<file path="src/rtl/systolic_array_ctrl.sv">
// Sequencer for an NxN systolic array: accepts two operand matrices, clears the
// array, feeds A by columns and B by rows, then holds the product until taken.
module systolic_array_ctrl #(
  parameter int N       = 3,
  parameter int DW      = 8,
  parameter int CW      = 16,
  parameter int TIMEOUT = 32
) (
  input  logic              clk,
  input  logic              rst,
  input  logic              start_valid,
  output logic              start_ready,
  input  logic [N*N*DW-1:0] a_mat,
  input  logic [N*N*DW-1:0] b_mat,
  output logic              sa_clear,
  output logic [N*DW-1:0]   sa_a,
  output logic [N*DW-1:0]   sa_b,
  input  logic              sa_valid,
  input  logic [N*N*CW-1:0] sa_c,
  output logic              res_valid,
  input  logic              res_ready,
  output logic [N*N*CW-1:0] res_c,
  output logic              res_err,
  output logic              busy
);

  typedef enum logic [2:0] {IDLE, CLEAR, FEED, FLUSH, RESP} state_t;

  localparam int KW = (N > 1) ? $clog2(N) : 1;
  localparam int TW = (TIMEOUT > 1) ? $clog2(TIMEOUT) : 1;
  localparam logic [KW-1:0] K_LAST = KW'(N - 1);
  localparam logic [TW-1:0] T_LAST = TW'(TIMEOUT - 1);

  state_t              state, next_state;
  logic [KW-1:0]       k, next_k;
  logic [TW-1:0]       tmo_cnt;
  logic [N*N*DW-1:0]   a_reg, b_reg;
  logic [N*DW-1:0]     a_beat, b_beat;
  logic                tmo_last;

  assign tmo_last    = (tmo_cnt == T_LAST);
  assign start_ready = (state == IDLE) && !rst;
  assign busy        = (state != IDLE);

  // State register.
  always_ff @(posedge clk) begin
    if (rst) state <= IDLE;
    else     state <= next_state;
  end

  // Next-state logic; sa_valid is only looked at while flushing.
  always_comb begin
    // NOTE: assign a default before the case so every path drives the variable; otherwise a latch is inferred.
    next_state = state;
    case (state)
      IDLE:    if (start_valid)            next_state = CLEAR;
      CLEAR:                               next_state = FEED;
      FEED:    if (k == K_LAST)            next_state = FLUSH;
      FLUSH:   if (sa_valid || tmo_last)   next_state = RESP;
      RESP:    if (res_ready)              next_state = IDLE;
      default:                             next_state = IDLE;
    endcase
  end

  // Output decode: the beat for the coming cycle, so the operand outputs can be registered.
  always_comb begin
    next_k = '0;
    if (state == FEED) next_k = k + 1'b1;
    a_beat = '0;
    b_beat = '0;
    for (int i = 0; i < N; i++) begin
      a_beat[i*DW +: DW] = a_reg[(i*N + int'(next_k))*DW +: DW];
      b_beat[i*DW +: DW] = b_reg[(int'(next_k)*N + i)*DW +: DW];
    end
  end

  always_ff @(posedge clk) begin
    // NOTE: sequential state uses non-blocking assignments so every register samples pre-edge values.
    if (rst) begin
      k         <= '0;
      tmo_cnt   <= '0;
      a_reg     <= '0;
      b_reg     <= '0;
      sa_clear  <= 1'b0;
      sa_a      <= '0;
      sa_b      <= '0;
      res_valid <= 1'b0;
      res_c     <= '0;
      res_err   <= 1'b0;
    end else begin
      if (state == IDLE && start_valid) begin
        a_reg <= a_mat;
        b_reg <= b_mat;
      end
      k         <= next_k;
      tmo_cnt   <= (state == FLUSH) ? tmo_cnt + 1'b1 : '0;
      sa_clear  <= (next_state == CLEAR);
      sa_a      <= (next_state == FEED) ? a_beat : '0;
      sa_b      <= (next_state == FEED) ? b_beat : '0;
      res_valid <= (next_state == RESP);
      if (state == FLUSH) begin
        if (sa_valid) begin
          res_c   <= sa_c;
          res_err <= 1'b0;
        end else if (tmo_last) begin
          res_c   <= '0;
          res_err <= 1'b1;
        end
      end
    end
  end

endmodule

</file>
<file path="config.mk">
export PLATFORM = sky130hd
export DESIGN_NAME = systolic_array_ctrl
export DESIGN_NICKNAME = d
export VERILOG_FILES = /design/src/rtl/systolic_array_ctrl.sv
export SDC_FILE = /design/constraint.sdc
export NUM_CORES = 1
export LEC_CHECK = 0
export ABC_AREA = 1
export BUFFER_PORTS_ARGS = -buffer_cell sky130_fd_sc_hd__buf_4
export CORE_AREA = 3 3 187 189
export DETAILED_ROUTE_END_ITERATION = 16
export DIE_AREA = 0 0 190 192
export PLACE_DENSITY = 0.8
export SYNTH_ARGS = -nofsm -noshare
export SYNTH_HDL_FRONTEND = slang
export SYNTH_SLANG_ARGS = --single-unit
</file>
<file path="constraint.sdc">
create_clock -name clk -period 2.7 [get_ports clk]
set_clock_uncertainty 0.2 [all_clocks]
set_input_delay 0.135 -clock clk [delete_from_list [all_inputs] [get_ports clk]]
set_output_delay 0.135 -clock clk [all_outputs]
set_load 0.05 [all_outputs]
</file>
== Yosys cells after proc, flatten, opt, wreduce, memory -nomap -nowiden ==
Index checks and enable logic that the tools add are counted.
Storage, ports and cells
  bits in registers: 349
  latch bits: 0
  bits in writable memories: 0
  bits in read-only memories: 0
  bits of input ports: 293
  output and inout port bits: 197
  word-level logic and storage cells: 55
  memories kept: 0
Cells by class
  $add $sub $neg: 6
  multipliers: 1
  div/mod/pow operators: 0
  order comparisons: 0
  equal/unequal tests: 9
  shifts and indexed selects: 6
  muxes and demuxes: 10
  bitwise logic cells: 2
  reductions and logical operators: 10
Operators with widths (number)
  $mux W144: 2
  $shiftx A72 B32 Y8: 2
  $shiftx A72 B6 Y8: 1
  $shiftx A72 B7 Y8: 1
  $shiftx A72 B8 Y8: 1
  $shiftx A72 B9 Y8: 1
  $add A29 B2 Y29 const B: 1
  $pmux W3 S5: 1
  $mux W3: 4
  $eq A3 B2 Y1 const B: 3
  $eq A3 B1 Y1 const B: 2
  $eq A3 B3 Y1 const B: 2
  $add A4 B2 Y5 const B: 1
  $add A5 B1 Y5 const B: 1
  $eq A5 B5 Y1 const B: 1
  $add A3 B2 Y4 const A: 1
  $mul A2 B2 Y4 const B: 1
  $reduce_or A2 Y1: 2
  $add A2 B2 Y3 const A: 1
  $logic_not A3 Y1: 1
  $reduce_bool A3 Y1: 1
  $add A2 B1 Y2 const B: 1
  $eq A2 B2 Y1 const B: 1
  $logic_and A1 B1 Y1: 2
  other kinds (7): 9

== Longest topological paths before layout ==
Gate-level depths: netlist of the first run.
  depth after elaboration: 7
  gate-level depth with buffers: 14
  depth with buffers taken out: 11

== Least setup slack after synthesis of the first run ==
No wires, ideal clock.
  kind: reg2reg
  start: register k[0]
  end: register sa_b[10]
  library setup time: 0.117 ns
  arrival time: 2.432 ns
  required time: 2.383 ns
  path slack: -0.049 ns
  stages on the path, launching flop included: 15
  path buffers: 4
  clock period less this slack: 2.749 ns
  path through: dfxtp_1 -> inv_1 -> buf_2 -> buf_1 -> ha_1 -> inv_1 -> nand3_2 -> buf_2 -> ha_1 -> clkbuf_1 -> inv_1 -> nand3_1 -> nand2_1 -> inv_1 -> nor2_1
On the way
  word-level cells in the longest chain between the ends: 6
  elaborated cells on any way between the ends: 11
  those cells by class: add/sub (2); mul (1); eq/ne (2); shift (1); mux (3); bitwise (1); reduce/logical (1)
RTL lines
  start: declaration: RTL line 35  | logic [KW-1:0] k, next_k;
  start signal: assignment: RTL line 95  | k <= next_k;
  parallel branches: the longest is 6 deep, another holds $add A29 B2 Y29
  end signal: assignment: RTL line 99  | sa_b <= (next_state == FEED) ? b_beat : '0;
  end: declaration: RTL line 17  | output logic [N*DW-1:0] sa_b,
Parallel ways; which one is timed is not known.
A chain may end at the register's enable or synchronous reset.

== Worst setup path after layout of the first run ==
  start: register tmo_cnt[0]
  end: register res_c[136]
On the way
  word-level cells in the longest chain between the ends: 3
RTL lines
  start: declaration: RTL line 36  | logic [TW-1:0] tmo_cnt;
  start signal: assignment: RTL line 96  | tmo_cnt <= (state == FLUSH) ? tmo_cnt + 1'b1 : '0;
  $eq A5 B5 Y1: RTL line 41  | assign tmo_last = (tmo_cnt == T_LAST);
  $reduce_bool A2 Y1 (no source line)
  $reduce_and A2 Y1 (no source line)
  end signal: assignment: RTL line 88  | res_c <= '0;
  end signal: assignment: RTL line 103  | res_c <= sa_c;
  end signal: assignment: RTL line 106  | res_c <= '0;
  end: declaration: RTL line 22  | output logic [N*N*CW-1:0] res_c,
No other way between the ends.

==> summary.md, run 1 <==
| Metric | Value |
|---|---|
| Share of final-layout standard cells stronger than drive strength 1 | 0.2472 |
| Number of buffers added by the clock tree synthesis step | 38 |
| Endpoint, Worst Hold | res_c[4]$_SDFFE_PP0P_ |
| Number of sinks on the clock net | approximately 350 |
| Final WL | 57.95 mm |
| Sequential cell area | 6988 um^2 |
| Startpoint kind of the worst setup timing path | register |
| GRT Util Overall | 0.2960 |
| Number of DRC markers in iteration 0 | about 1400 |
| CP Max Fanout | 32 |
| Count of unique library cells instantiated by Yosys | 23 |
| Register bit total from synthesis | approximately 350 |
| Leading post-synthesis cells by instance count | sky130_fd_sc_hd__dfxtp_1, sky130_fd_sc_hd__nand2_1, sky130_fd_sc_hd__inv_1, sky130_fd_sc_hd__nor2_1, sky130_fd_sc_hd__a21oi_1 |
| Reg-to-reg critical path startpoint | tmo_cnt[0]$_SDFF_PP0_ |
| Net switching power | roughly 3.4 mW |
| Status | complete, no violations |
| Hold Path Class | primary input to register |
| Via total after detailed routing | 15540 |
| Chip Height | between 150 and 200 um |
| Switching share of power | 0.2584 |
| Clk root buf | sky130_fd_sc_hd__clkbuf_16 |
| Unrepaired setup endpoints after global routing | no |
| Depth of the most critical reg-to-reg path | 11 |
| Post-Syn Area | between 10000 and 15000 um^2 |
| Ports placed on the boundary | 490 |
| H-tree Lvls | 2 |
| Count of input and output buffers | about 490 |
| Initial DRT Pass Iterations | 5 |
| Avg Vias per Cell | about 5.4 |
| Wire length per cell | 20.16 um |
| Placed wire-length estimate | around 32 mm |
| Multi-input gate area | around 4900 um^2 |
| Portion of total power attributed to combinational logic | 0.158 |
| Worst Setup SP | tmo_cnt[0]$_SDFF_PP0_ |
| Share of total power in the clock network | 0.426 |
| Leakage power summed over all cells | a little over 10 nW |
| Placer congestion estimate | 0.8507 |
| Final net count | approximately 2700 |
| Clk pin slew, worst setup/hold paths | approximately 0.060 ns |
| Wire length of the first global-routing pass | 85.66 mm |
| Worst Path Buf+Inv | 3 |
| Yosys warnings | 0 |
| Final min period | ~2.5 ns |
| Number of synthesized flops with an enable pin | 0 |
| Area grow syn2layout | 62.24% |
| Top area cells in the synthesized netlist | sky130_fd_sc_hd__dfxtp_1, sky130_fd_sc_hd__a22oi_1, sky130_fd_sc_hd__nand2_1 |
| Effective utilization at floorplan | 0.3999 |
| Std-Cell Core Area | around 33000 um^2 |
| Non-filler cells, final | roughly 2900 |
| Crit-path slowest cell | sky130_fd_sc_hd__dlygate4sd3_1 |
| CTS tree | built |
| Yosys top cell area share | 0.5223 |
| Worst EP arrival | around 2.8 ns |
| Type of element capturing the critical path | register |
| Hold wc startpoint | sa_c[4] |
| Filler instances | between 2000 and 2500 |
| Total non-filler cell area in the finished layout | ~22000 um^2 |
| Number of max-capacitance violations reported | 0 |
| Crit-path max cell delay | between 0.5 and 0.6 ns |
| Ordered cell list for the critical path | ha_1, nand2_1, nor2_1, ha_1, inv_1, nand2_2, nand2_8, buf_12, nand2_1, a21oi_1, dlygate4sd3_1 |
| Final Hold Violating Endpoints | 0 |
| Skew-Pair Late Insertion Delay | approximately 0.52 ns |
| Slew at the pin with the worst max-slew slack | 0.9026 ns |
| Die footprint | 36480 um^2 |
| Syn Nets | slightly below 2000 |
| Standard cell area after detailed placement | ~17000 um^2 |
| Sequential share of power | 0.416 |
| Cell taking the most area after synthesis | sky130_fd_sc_hd__dfxtp_1 |
| Placed insts | ~2500 |
| Via count of the first global-routing pass | about 15000 |
| Async set-reset flop share out of synthesis | 0 |
| Tot Pwr | roughly 13 mW |
| R2R Setup Slk | between 0.2 and 0.25 ns |
| Count leader, synth | sky130_fd_sc_hd__dfxtp_1 |
| Synthesized area per cell | about 8.0 um^2 |
| Number of endpoints failing setup at the final stage | 0 |
| Number of buffers on the longest clock path | 3 |
| Worst slew margin | 0.3983 |
| WP data required | 2.95 ns |
| Internal power of the cells | a little under 10 mW |
| Largest net degree at the start of global routing | between 100 and 150 |
| Count of final max-slew check failures | 0 |
| Main synth FF type | sky130_fd_sc_hd__dfxtp_1 |
| Largest delay share family, worst path | buffers and inverters |
| DR DRC count | 0 |
| Reg2reg end | res_c[136]$_SDFFE_PP0P_ |
| Flip-flop count of the largest register after layout | roughly 140 |
| Highest ir drop seen on vdd | a little over 0.4 mV |
| Final clock period utilization by the worst path | 0.9254 |
| Total Negative Setup Slacks | 0 ns |
| Initial antenna violation count | 9 |
| Gate count of the mapped netlist | around 1700 |
| Floorplan die width | about 190 um |
| Count of cells along the worst hold path | 4 |
| Maximum clock rate | 400.2 MHz |
| Sequential-to-total area share from yosys stat | 0.5223 |
| Worst Hold Margin | between 0.2 and 0.25 ns |
| Pwr per Cell Area | just over 600 nW/um^2 |
| Number of routed nets with antenna violations | 0 |
| Worst Path Class, Setup | register to register |
| Num rows | 67 |
| Total congestion overflow | 0 |
## final cells by class
cell class                 count  share of cell area
inverter                     208             0.03603
multi-input combinational    976              0.2276
timing repair buffer         817              0.3242
sequential                   349              0.3220
tap                          448             0.02583
clock buffer                  61             0.05673
antenna                        8           0.0009225
clock inverter                 8            0.006630
## through the flow
stage	setup slack, ns	util
2_1_floorplan	0.07782	-
3_3_place_gp	0.5750	0.5159
5_1_grt	0.07317	0.6486
4_1_cts	0.1145	0.6471
6_report	0.2015	0.6488
3_5_place_dp	0.5495	0.5159
## repair_timing
| action | CTS | global route |
|---|---|---|
| resized for setup | 0 | 2 |
| hold endpoints to repair | 295 | 0 |
| hold buffers | 301 | 0 |
| setup buffers | 0 | 2 |
| setup endpoints to repair | 0 | 8 |
## power by group through the flow
stage / registers, mW / logic, mW / clock network, mW
final: 5.51 / 2.10 / 5.65
after global routing: 5.53 / 2.26 / 5.93
after CTS: 5.50 / 2.00 / 5.68
after detailed placement: 5.62 / 1.64 / 0
after global placement: 5.61 / 1.61 / 0
after floorplan: 5.75 / 0.847 / 0
## worst max-delay path by stage
stage / end / slack (ns) / cells after the start
6_report: res_c[136]$_SDFFE_PP0P_ / 0.20 / 11
5_1_grt: res_c[136]$_SDFFE_PP0P_ / 0.07 / 11
4_1_cts: res_c[136]$_SDFFE_PP0P_ / 0.11 / 11
3_5_place_dp: res_c[37]$_SDFFE_PP0P_ / 0.55 / 10
3_3_place_gp: sa_b[12]$_SDFF_PP0_ / 0.58 / 8
2_1_floorplan: sa_b[10]$_SDFF_PP0_ / 0.08 / 14
## layer usage
metal	up-vias	wire (um)	track usage	share of wire
met4	2	3944	0.1737	0.068
li1	6946	-	-	-
met5	-	13	0	0.00022
met2	1092	27510	0.4938	0.47
met3	315	5353	0.07465	0.092
met1	7186	21130	0.3448	0.36
## worst reg2reg max path, stage by stage (launching register included)
cell,delay (ns)
sky130_fd_sc_hd__dfxtp_1,0.32
sky130_fd_sc_hd__ha_1,0.21
sky130_fd_sc_hd__nand2_1,0.08
sky130_fd_sc_hd__nor2_1,0.04
sky130_fd_sc_hd__ha_1,0.17
sky130_fd_sc_hd__inv_1,0.08
sky130_fd_sc_hd__nand2_2,0.14
sky130_fd_sc_hd__nand2_8,0.13
sky130_fd_sc_hd__buf_12,0.19
sky130_fd_sc_hd__nand2_1,0.08
sky130_fd_sc_hd__a21oi_1,0.21
sky130_fd_sc_hd__dlygate4sd3_1,0.59
## cell usage in the layout, fill, tap and decap left out, types with 5 or more instances in the layout
cell type	n
sky130_fd_sc_hd__inv_1	203
sky130_fd_sc_hd__nand2_1	228
sky130_fd_sc_hd__nor2_4	5
sky130_fd_sc_hd__nand4_1	57
sky130_fd_sc_hd__clkbuf_8	13
sky130_fd_sc_hd__diode_2	8
sky130_fd_sc_hd__nand3_1	77
sky130_fd_sc_hd__a21oi_1	156
sky130_fd_sc_hd__clkbuf_16	41
sky130_fd_sc_hd__dlygate4sd3_1	301
sky130_fd_sc_hd__o21ai_0	145
sky130_fd_sc_hd__buf_12	12
sky130_fd_sc_hd__dfxtp_1	348
sky130_fd_sc_hd__ha_1	5
sky130_fd_sc_hd__nor2_1	158
sky130_fd_sc_hd__a22oi_1	133
sky130_fd_sc_hd__buf_4	504
sky130_fd_sc_hd__clkbuf_1	7
## cell families (layout without fill, tap and decap cells)
logic type / count (synthesis) / after routing / share of synthesized area
buffers and inverters: 344 / 1094 / 0.1125
DFF: 349 / 349 / 0.5223
AOI/OAI and AO/OA: 435 / 435 / 0.1878
and+or+nand+nor: 535 / 536 / 0.1727
adders and majority gates: 5 / 5 / 0.004677
other: 0 / 8 / 0
No activity file was read; power rests on OpenSTA's default activity.
==> run 2: changes to the inputs <==
--- a/config.mk
+++ b/config.mk
@@ -5,7 +5,7 @@
 export SDC_FILE = /design/constraint.sdc
 export NUM_CORES = 1
 export LEC_CHECK = 0
-export ABC_AREA = 1
+export ABC_CLOCK_PERIOD_IN_PS = 2700
 export BUFFER_PORTS_ARGS = -buffer_cell sky130_fd_sc_hd__buf_4
 export CORE_AREA = 3 3 187 189
 export DETAILED_ROUTE_END_ITERATION = 16
@@ -14,3 +14,4 @@
 export SYNTH_ARGS = -nofsm -noshare
 export SYNTH_HDL_FRONTEND = slang
 export SYNTH_SLANG_ARGS = --single-unit
+export TNS_END_PERCENT = 20
==> summary.md, run 2 <==
| Metric | Value |
|---|---|
| Number of buffers on the longest clock path | 3 |
| Final WL | roughly 57 mm |
| Placed insts | 2431 |
| Setup Fix Bufs, Post-CTS | 0 |
| Area grow syn2layout | 61.62% |
| Largest net degree at the start of global routing | roughly 150 |
| Post-Syn Area | between 10000 and 15000 um^2 |
| Placed wire-length estimate | about 33 mm |
| Internal power of the cells | 9.190 mW |
| Count of input and output buffers | around 490 |
| Most frequent standard cell in the layout excluding fill and tap cells | sky130_fd_sc_hd__buf_4 |
| Chip Height | 192 um |
| Sequential share of power | 0.442 |
| Number of DRC markers in iteration 0 | 1359 |
| WP data required | 2.91 ns |
| Die footprint | 36480 um^2 |
| Number of buffers added by the clock tree synthesis step | 38 |
| Avg Vias per Cell | roughly 5.5 |
| Switching share of power | 0.2594 |
| Top library cells by usage in the layout, fill and taps aside | sky130_fd_sc_hd__buf_4, sky130_fd_sc_hd__nand2_1, sky130_fd_sc_hd__dfxtp_1, sky130_fd_sc_hd__a21oi_1, sky130_fd_sc_hd__dlygate4sd3_1 |
| Final Hold Violating Endpoints | 0 |
| Hold Path Class | primary input to register |
| Status | complete, no violations |
| Gate count of the mapped netlist | roughly 1600 |
| Top area cells in the synthesized netlist | sky130_fd_sc_hd__dfxtp_1, sky130_fd_sc_hd__a21oi_1, sky130_fd_sc_hd__nand2_1 |
| CTS tree | built |
| Leading post-synthesis cells by instance count | sky130_fd_sc_hd__nand2_1, sky130_fd_sc_hd__dfxtp_1, sky130_fd_sc_hd__a21oi_1, sky130_fd_sc_hd__o21ai_0, sky130_fd_sc_hd__clkbuf_1 |
| Ports placed on the boundary | 490 |
| Ordered cell list for the critical path | or4b_4, buf_12, nand2_1, a21oi_1, dlygate4sd3_1 |
| Number of sinks on the clock net | about 350 |
| Worst Path Class, Setup | register to register |
| Floorplan die width | around 190 um |
| Pwr per Cell Area | 575.4 nW/um^2 |
| Filler instances | between 2000 and 2500 |
| Worst EP arrival | a little under 3 ns |
| Number of max-capacitance violations reported | 0 |
| Wire length per cell | around 20 um |
| Num rows | 67 |
| Clk root buf | sky130_fd_sc_hd__clkbuf_16 |
| Syn Nets | approximately 1900 |
| Skew-Pair Late Insertion Delay | about 0.52 ns |
| Highest ir drop seen on vdd | about 0.4 mV |
| Sequential-to-total area share from yosys stat | 0.5236 |
| Synthesized area per cell | about 8.3 um^2 |
| Type of element capturing the critical path | register |
| CP Max Fanout | 51 |
| Number of routed nets with antenna violations | 0 |
| Initial DRT Pass Iterations | 6 |
| Flip-flop count of the largest register after layout | 144 |
| Number of synthesized flops with an enable pin | 0 |
| Count of unique library cells instantiated by Yosys | 38 |
| H-tree Lvls | 2 |
| Async set-reset flop share out of synthesis | 0 |
| Net switching power | about 3.2 mW |
| Final min period | between 2 and 3 ns |
| Main synth FF type | sky130_fd_sc_hd__dfxtp_1 |
| Crit-path slowest cell | sky130_fd_sc_hd__or4b_4 |
| Initial antenna violation count | 7 |
| Wire length of the first global-routing pass | around 85 mm |
| Yosys warnings | 0 |
| Slew at the pin with the worst max-slew slack | 0.8911 ns |
| Count of final max-slew check failures | 0 |
| Placer congestion estimate | slightly below 0.9 |
| Portion of total power attributed to combinational logic | 0.146 |
| Share of final-layout standard cells stronger than drive strength 1 | 0.2596 |
| Std-Cell Core Area | around 33000 um^2 |
| Count leader, synth | sky130_fd_sc_hd__nand2_1 |
| Register bit total from synthesis | roughly 350 |
| Fraction of the core area covered by cells at the end of the flow | 0.6448 |
| DR DRC count | 0 |
| Share of total power in the clock network | 0.412 |
| Via count of the first global-routing pass | between 15000 and 20000 |
| Startpoint kind of the worst setup timing path | register |
| GRT Util Overall | 0.2918 |
| Non-filler cells, final | ~2800 |
| Final net count | roughly 2600 |
| Crit-path max cell delay | 0.83 ns |
| Unrepaired setup endpoints after global routing | yes |
| Total congestion overflow | 0 |
| Yosys top cell area share | 0.5236 |
| Worst slew margin | 0.4059 |
| Effective utilization at floorplan | 0.3989 |
| Clk pin slew, worst setup/hold paths | 0.06 ns |
| Via total after detailed routing | 15370 |
| Leakage power summed over all cells | 9.036 nW |
| Final clock period utilization by the worst path | 0.9937 |
| Number of endpoints failing setup at the final stage | 0 |
| Cell taking the most area after synthesis | sky130_fd_sc_hd__dfxtp_1 |
| Maximum clock rate | approximately 370 MHz |
[run 2: layout make-up]
type                    instances  area, um^2  share of cell area
flip-flops and latches        349        6989              0.3241
repair buffers                825        7077              0.3281
well taps                     448       560.5             0.02599
diodes                          6       15.01           0.0006962
clock inverters                 9       66.31            0.003075
inverters                       5       18.77           0.0008702
clock buffers                  59        1160             0.05378
multi-input cells            1114        5680              0.2634
[run 2: metrics by stage]
stage	setup slack (ns)	power (mW)	cell area [um^2]	hold WS (ns)	setup TNS, ns
CTS	0.04118	12.35	21550	0.1352	0
global placement	0.3673	6.931	17220	0.1867	0
floorplan	0.03700	6.329	13350	0.07096	0
finish	0.01691	12.41	21570	0.1401	0
global route	-0.03752	12.79	21560	0.1775	-0.2344
detailed placement	0.2704	6.959	17220	0.1911	0
[run 2: worst max-delay path: cells and delay by family, from the launching register on]
kind	cells	cell delay [ns]
buffers and inverters	2	0.87
and+or+nand+nor	2	0.93
AOI/OAI and AO/OA	1	0.07
DFF	1	0.44
[run 2: power groups by stage]
stage          Sequential (mW)  Clock, mW  Combinational [mW]
6_report                  5.49       5.11                1.81
5_1_grt                   5.50       5.37                1.93
4_1_cts                   5.48       5.12                1.75
3_5_place_dp              5.59          0                1.37
3_3_place_gp              5.59          0                1.35
2_1_floorplan             5.66          0               0.672
[run 2: metal layers]
layer | global-route usage | vias to the layer above | share of wire
met3 | 0.06333 | 293 | 0.076
met1 | 0.3443 | 7252 | 0.38
li1 | - | 6910 | -
met5 | 0 | - | 0.00058
met2 | 0.4852 | 911 | 0.48
met4 | 0.1800 | 6 | 0.068
[run 2: worst paths after layout]
| check | startpoint | slack, ns | depth (start not counted) | to |
|---|---|---|---|---|
| min | start_valid | 0.14 | 5 | b_reg[70]$_SDFFE_PP0P_ |
| max reg2reg | state[1]$_SDFF_PP0_ | 0.02 | 5 | a_reg[41]$_SDFFE_PP0P_ |
| min reg2reg | b_reg[28]$_SDFFE_PP0P_ | 0.25 | 2 | b_reg[28]$_SDFFE_PP0P_ |
| max | state[1]$_SDFF_PP0_ | 0.02 | 5 | a_reg[41]$_SDFFE_PP0P_ |
[run 2: what timing repair did]
item	CTS	global route
resized for setup	0	2
endpoints found under the setup margin	0	16
endpoints found under the hold margin	299	0
hold buffers	310	0
[run 2: kinds of logic (layout without fill, tap and decap cells)]
kind of cell | count (synthesis) | in the layout | share of synthesized area
mux | 24 | 24 | 0.02700
flops | 349 | 349 | 0.5236
buf+inv | 154 | 898 | 0.05466
simple gates | 540 | 540 | 0.1801
compound gates | 543 | 543 | 0.2086
fa+ha+maj | 5 | 5 | 0.004688
other cells | 0 | 6 | 0
xor+xnor | 2 | 2 | 0.001313
==> run 3: changes to the inputs <==
==> config.mk (replaced) <==
export PLATFORM = sky130hd
export DESIGN_NAME = systolic_array_ctrl
export DESIGN_NICKNAME = d
export VERILOG_FILES = /design/src/rtl/systolic_array_ctrl.sv
export SDC_FILE = /design/constraint.sdc
export NUM_CORES = 1
export LEC_CHECK = 0
export ABC_CLOCK_PERIOD_IN_PS = 3400
export BUFFER_PORTS_ARGS = -buffer_cell sky130_fd_sc_hd__buf_4
export CORE_AREA = 3 3 188 190
export DETAILED_ROUTE_END_ITERATION = 16
export DIE_AREA = 0 0 191 193
export PLACE_DENSITY = 0.77
export SYNTH_ARGS = -nofsm -noshare
export SYNTH_HDL_FRONTEND = slang
export SYNTH_SLANG_ARGS = --single-unit
export TNS_END_PERCENT = 20
==> constraint.sdc (replaced) <==
create_clock -name clk -period 3.4 [get_ports clk]
set_clock_uncertainty 0.2 [all_clocks]
set_input_delay 0.17 -clock clk [delete_from_list [all_inputs] [get_ports clk]]
set_output_delay 0.17 -clock clk [all_outputs]
set_load 0.05 [all_outputs]
==> summary.md, run 3 (synthesized netlist as in run 2, its figures left out) <==
| Metric | Value |
|---|---|
| Status | complete, no violations |
| DR DRC count | 0 |
| Crit-path max cell delay | 0.68 ns |
| Highest ir drop seen on vdd | between 0.3 and 0.4 mV |
| Number of endpoints failing setup at the final stage | 0 |
| Die footprint | between 30000 and 40000 um^2 |
| Std-Cell Core Area | 33620 um^2 |
| Chip Height | 193 um |
| H-tree Lvls | 2 |
| Worst Path Buf+Inv | 2 |
| Wire length per cell | ~21 um |
| Slew at the pin with the worst max-slew slack | ~1.1 ns |
| Area grow syn2layout | 63.55% |
| Pwr per Cell Area | 455.2 nW/um^2 |
| Flip-flop count of the largest register after layout | between 100 and 150 |
| Type of element capturing the critical path | register |
| CP Max Fanout | 35 |
| Tot Pwr | between 9 and 10 mW |
| Crit-path slowest cell | sky130_fd_sc_hd__and4b_4 |
| Number of buffers added by the clock tree synthesis step | 39 |
| Wire length of the first global-routing pass | just under 90 mm |
| Leakage power summed over all cells | 9.218 nW |
| Largest delay share family, worst path | buffers and inverters |
| Number of sinks on the clock net | 349 |
| WP data required | approximately 3.7 ns |
| Initial antenna violation count | 9 |
| Avg Vias per Cell | between 5 and 6 |
| Most frequent standard cell in the layout excluding fill and tap cells | sky130_fd_sc_hd__buf_4 |
| Worst Path Class, Setup | register to register |
| Largest net degree at the start of global routing | 146 |
| Top library cells by usage in the layout, fill and taps aside | sky130_fd_sc_hd__buf_4, sky130_fd_sc_hd__nand2_1, sky130_fd_sc_hd__dfxtp_1, sky130_fd_sc_hd__dlygate4sd3_1, sky130_fd_sc_hd__a21oi_1 |
| Non-filler cells, final | 2837 |
| Share of final-layout standard cells stronger than drive strength 1 | 0.2526 |
| Placer congestion estimate | ~0.86 |
| GRT Util Overall | 0.3010 |
| Final min period | 2.953 ns |
| Startpoint kind of the worst setup timing path | register |
| Number of max-capacitance violations reported | 0 |
| Worst path setup slack after routing | between 0.4 and 0.5 ns |
| Unrepaired setup endpoints after global routing | no |
| Hold Path Class | primary input to register |
| Placed wire-length estimate | 33.19 mm |
| Ports placed on the boundary | 490 |
| Ordered cell list for the critical path | and4b_4, buf_4, nand2_1, a21oi_1, dlygate4sd3_1 |
| Setup Fix Bufs, Post-CTS | 0 |
| Via count of the first global-routing pass | between 15000 and 20000 |
| Number of buffers on the longest clock path | 3 |
| Final net count | 2657 |
| Effective utilization at floorplan | 0.3970 |
| Clk pin slew, worst setup/hold paths | 0.06 ns |
| Floorplan die width | 191 um |
| Final Hold Violating Endpoints | 0 |
| Clk root buf | sky130_fd_sc_hd__clkbuf_16 |
| Placed insts | about 2400 |
| Via total after detailed routing | roughly 16000 |
| Number of DRC markers in iteration 0 | approximately 1200 |
| Final clock period utilization by the worst path | 0.8686 |
| CTS tree | built |
| Skew-Pair Late Insertion Delay | roughly 0.52 ns |
| Number of routed nets with antenna violations | 0 |
| Count of input and output buffers | between 400 and 500 |
| Final WL | ~59 mm |
| Initial DRT Pass Iterations | 6 |
| Worst slew margin | 0.2538 |
| Maximum clock rate | about 340 MHz |
| Worst setup slack before clock tree synthesis | 0.9075 ns |
| Total congestion overflow | 0 |
| Total Negative Setup Slacks | 0 ns |
| Num rows | 67 |
| Worst EP arrival | about 3.2 ns |
| Count of final max-slew check failures | 0 |
## run 3: changes by cell type in the layout (fill, tap and decap cells not counted), sizes merged
cell / delta
dlygate4sd3: +34
buf: -9
clkbuf: -5
clkinv: +2
inv: -2
bufinv: +1
clkinvlp: +1
## run 3: area by class of cell
class                      count  area, um^2
antenna                        6       15.01
clock buffer                  54        1155
clock inverter                11       96.34
fill                        2434       11790
inverter                       5       18.77
multi-input combinational   1114        5680
sequential                   349        6987
tap                          448       560.5
timing repair buffer         850        7312
## run 3: routing by layer
layer,up-vias,routed length [um],part of all wire,GRT usage
met2,1041,28160,0.47,0.4978
li1,6969,-,-,-
met5,-,79,0.0013,0.005305
met3,358,5387,0.091,0.08027
met4,10,4939,0.083,0.2196
met1,7334,20830,0.35,0.3356
## run 3: worst reg2reg max path, stage by stage, from the launching register on
cell	delay, ns
sky130_fd_sc_hd__dfxtp_1	0.67
sky130_fd_sc_hd__and4b_4	0.69
sky130_fd_sc_hd__buf_4	0.40
sky130_fd_sc_hd__nand2_1	0.18
sky130_fd_sc_hd__a21oi_1	0.20
sky130_fd_sc_hd__dlygate4sd3_1	0.58
## run 3: report_power, final
group	switching (mW)	leakage, nW	internal (mW)
logic	0.747	5.77	0.690
clock network	1.70	0.615	2.44
registers	0.110	2.84	4.24
## run 3: through the flow
step,utilization,hold slack [ns],cell area [um^2]
5_1_grt,0.6492,0.2054,21820
3_3_place_gp,0.5091,0.2182,17120
4_1_cts,0.6488,0.1820,21810
3_5_place_dp,0.5091,0.2291,17120
6_report,0.6492,0.1846,21820
2_1_floorplan,-,0.1060,13340
## run 3: path summary, 6_finish.rpt
check,to,cells after the start,from,slack [ns]
max,res_c[113]$_SDFFE_PP0P_,5,state[0]$_SDFF_PP0_,0.45
min reg2reg,a_reg[70]$_SDFFE_PP0P_,2,a_reg[70]$_SDFFE_PP0P_,0.25
max reg2reg,res_c[113]$_SDFFE_PP0P_,5,state[0]$_SDFF_PP0_,0.45
min,b_reg[0]$_SDFFE_PP0P_,5,start_valid,0.18
## run 3: what timing repair did
action / in CTS / in global routing
resized for setup: 0 / 0
hold endpoints to repair: 294 / 0
hold buffers: 344 / 0
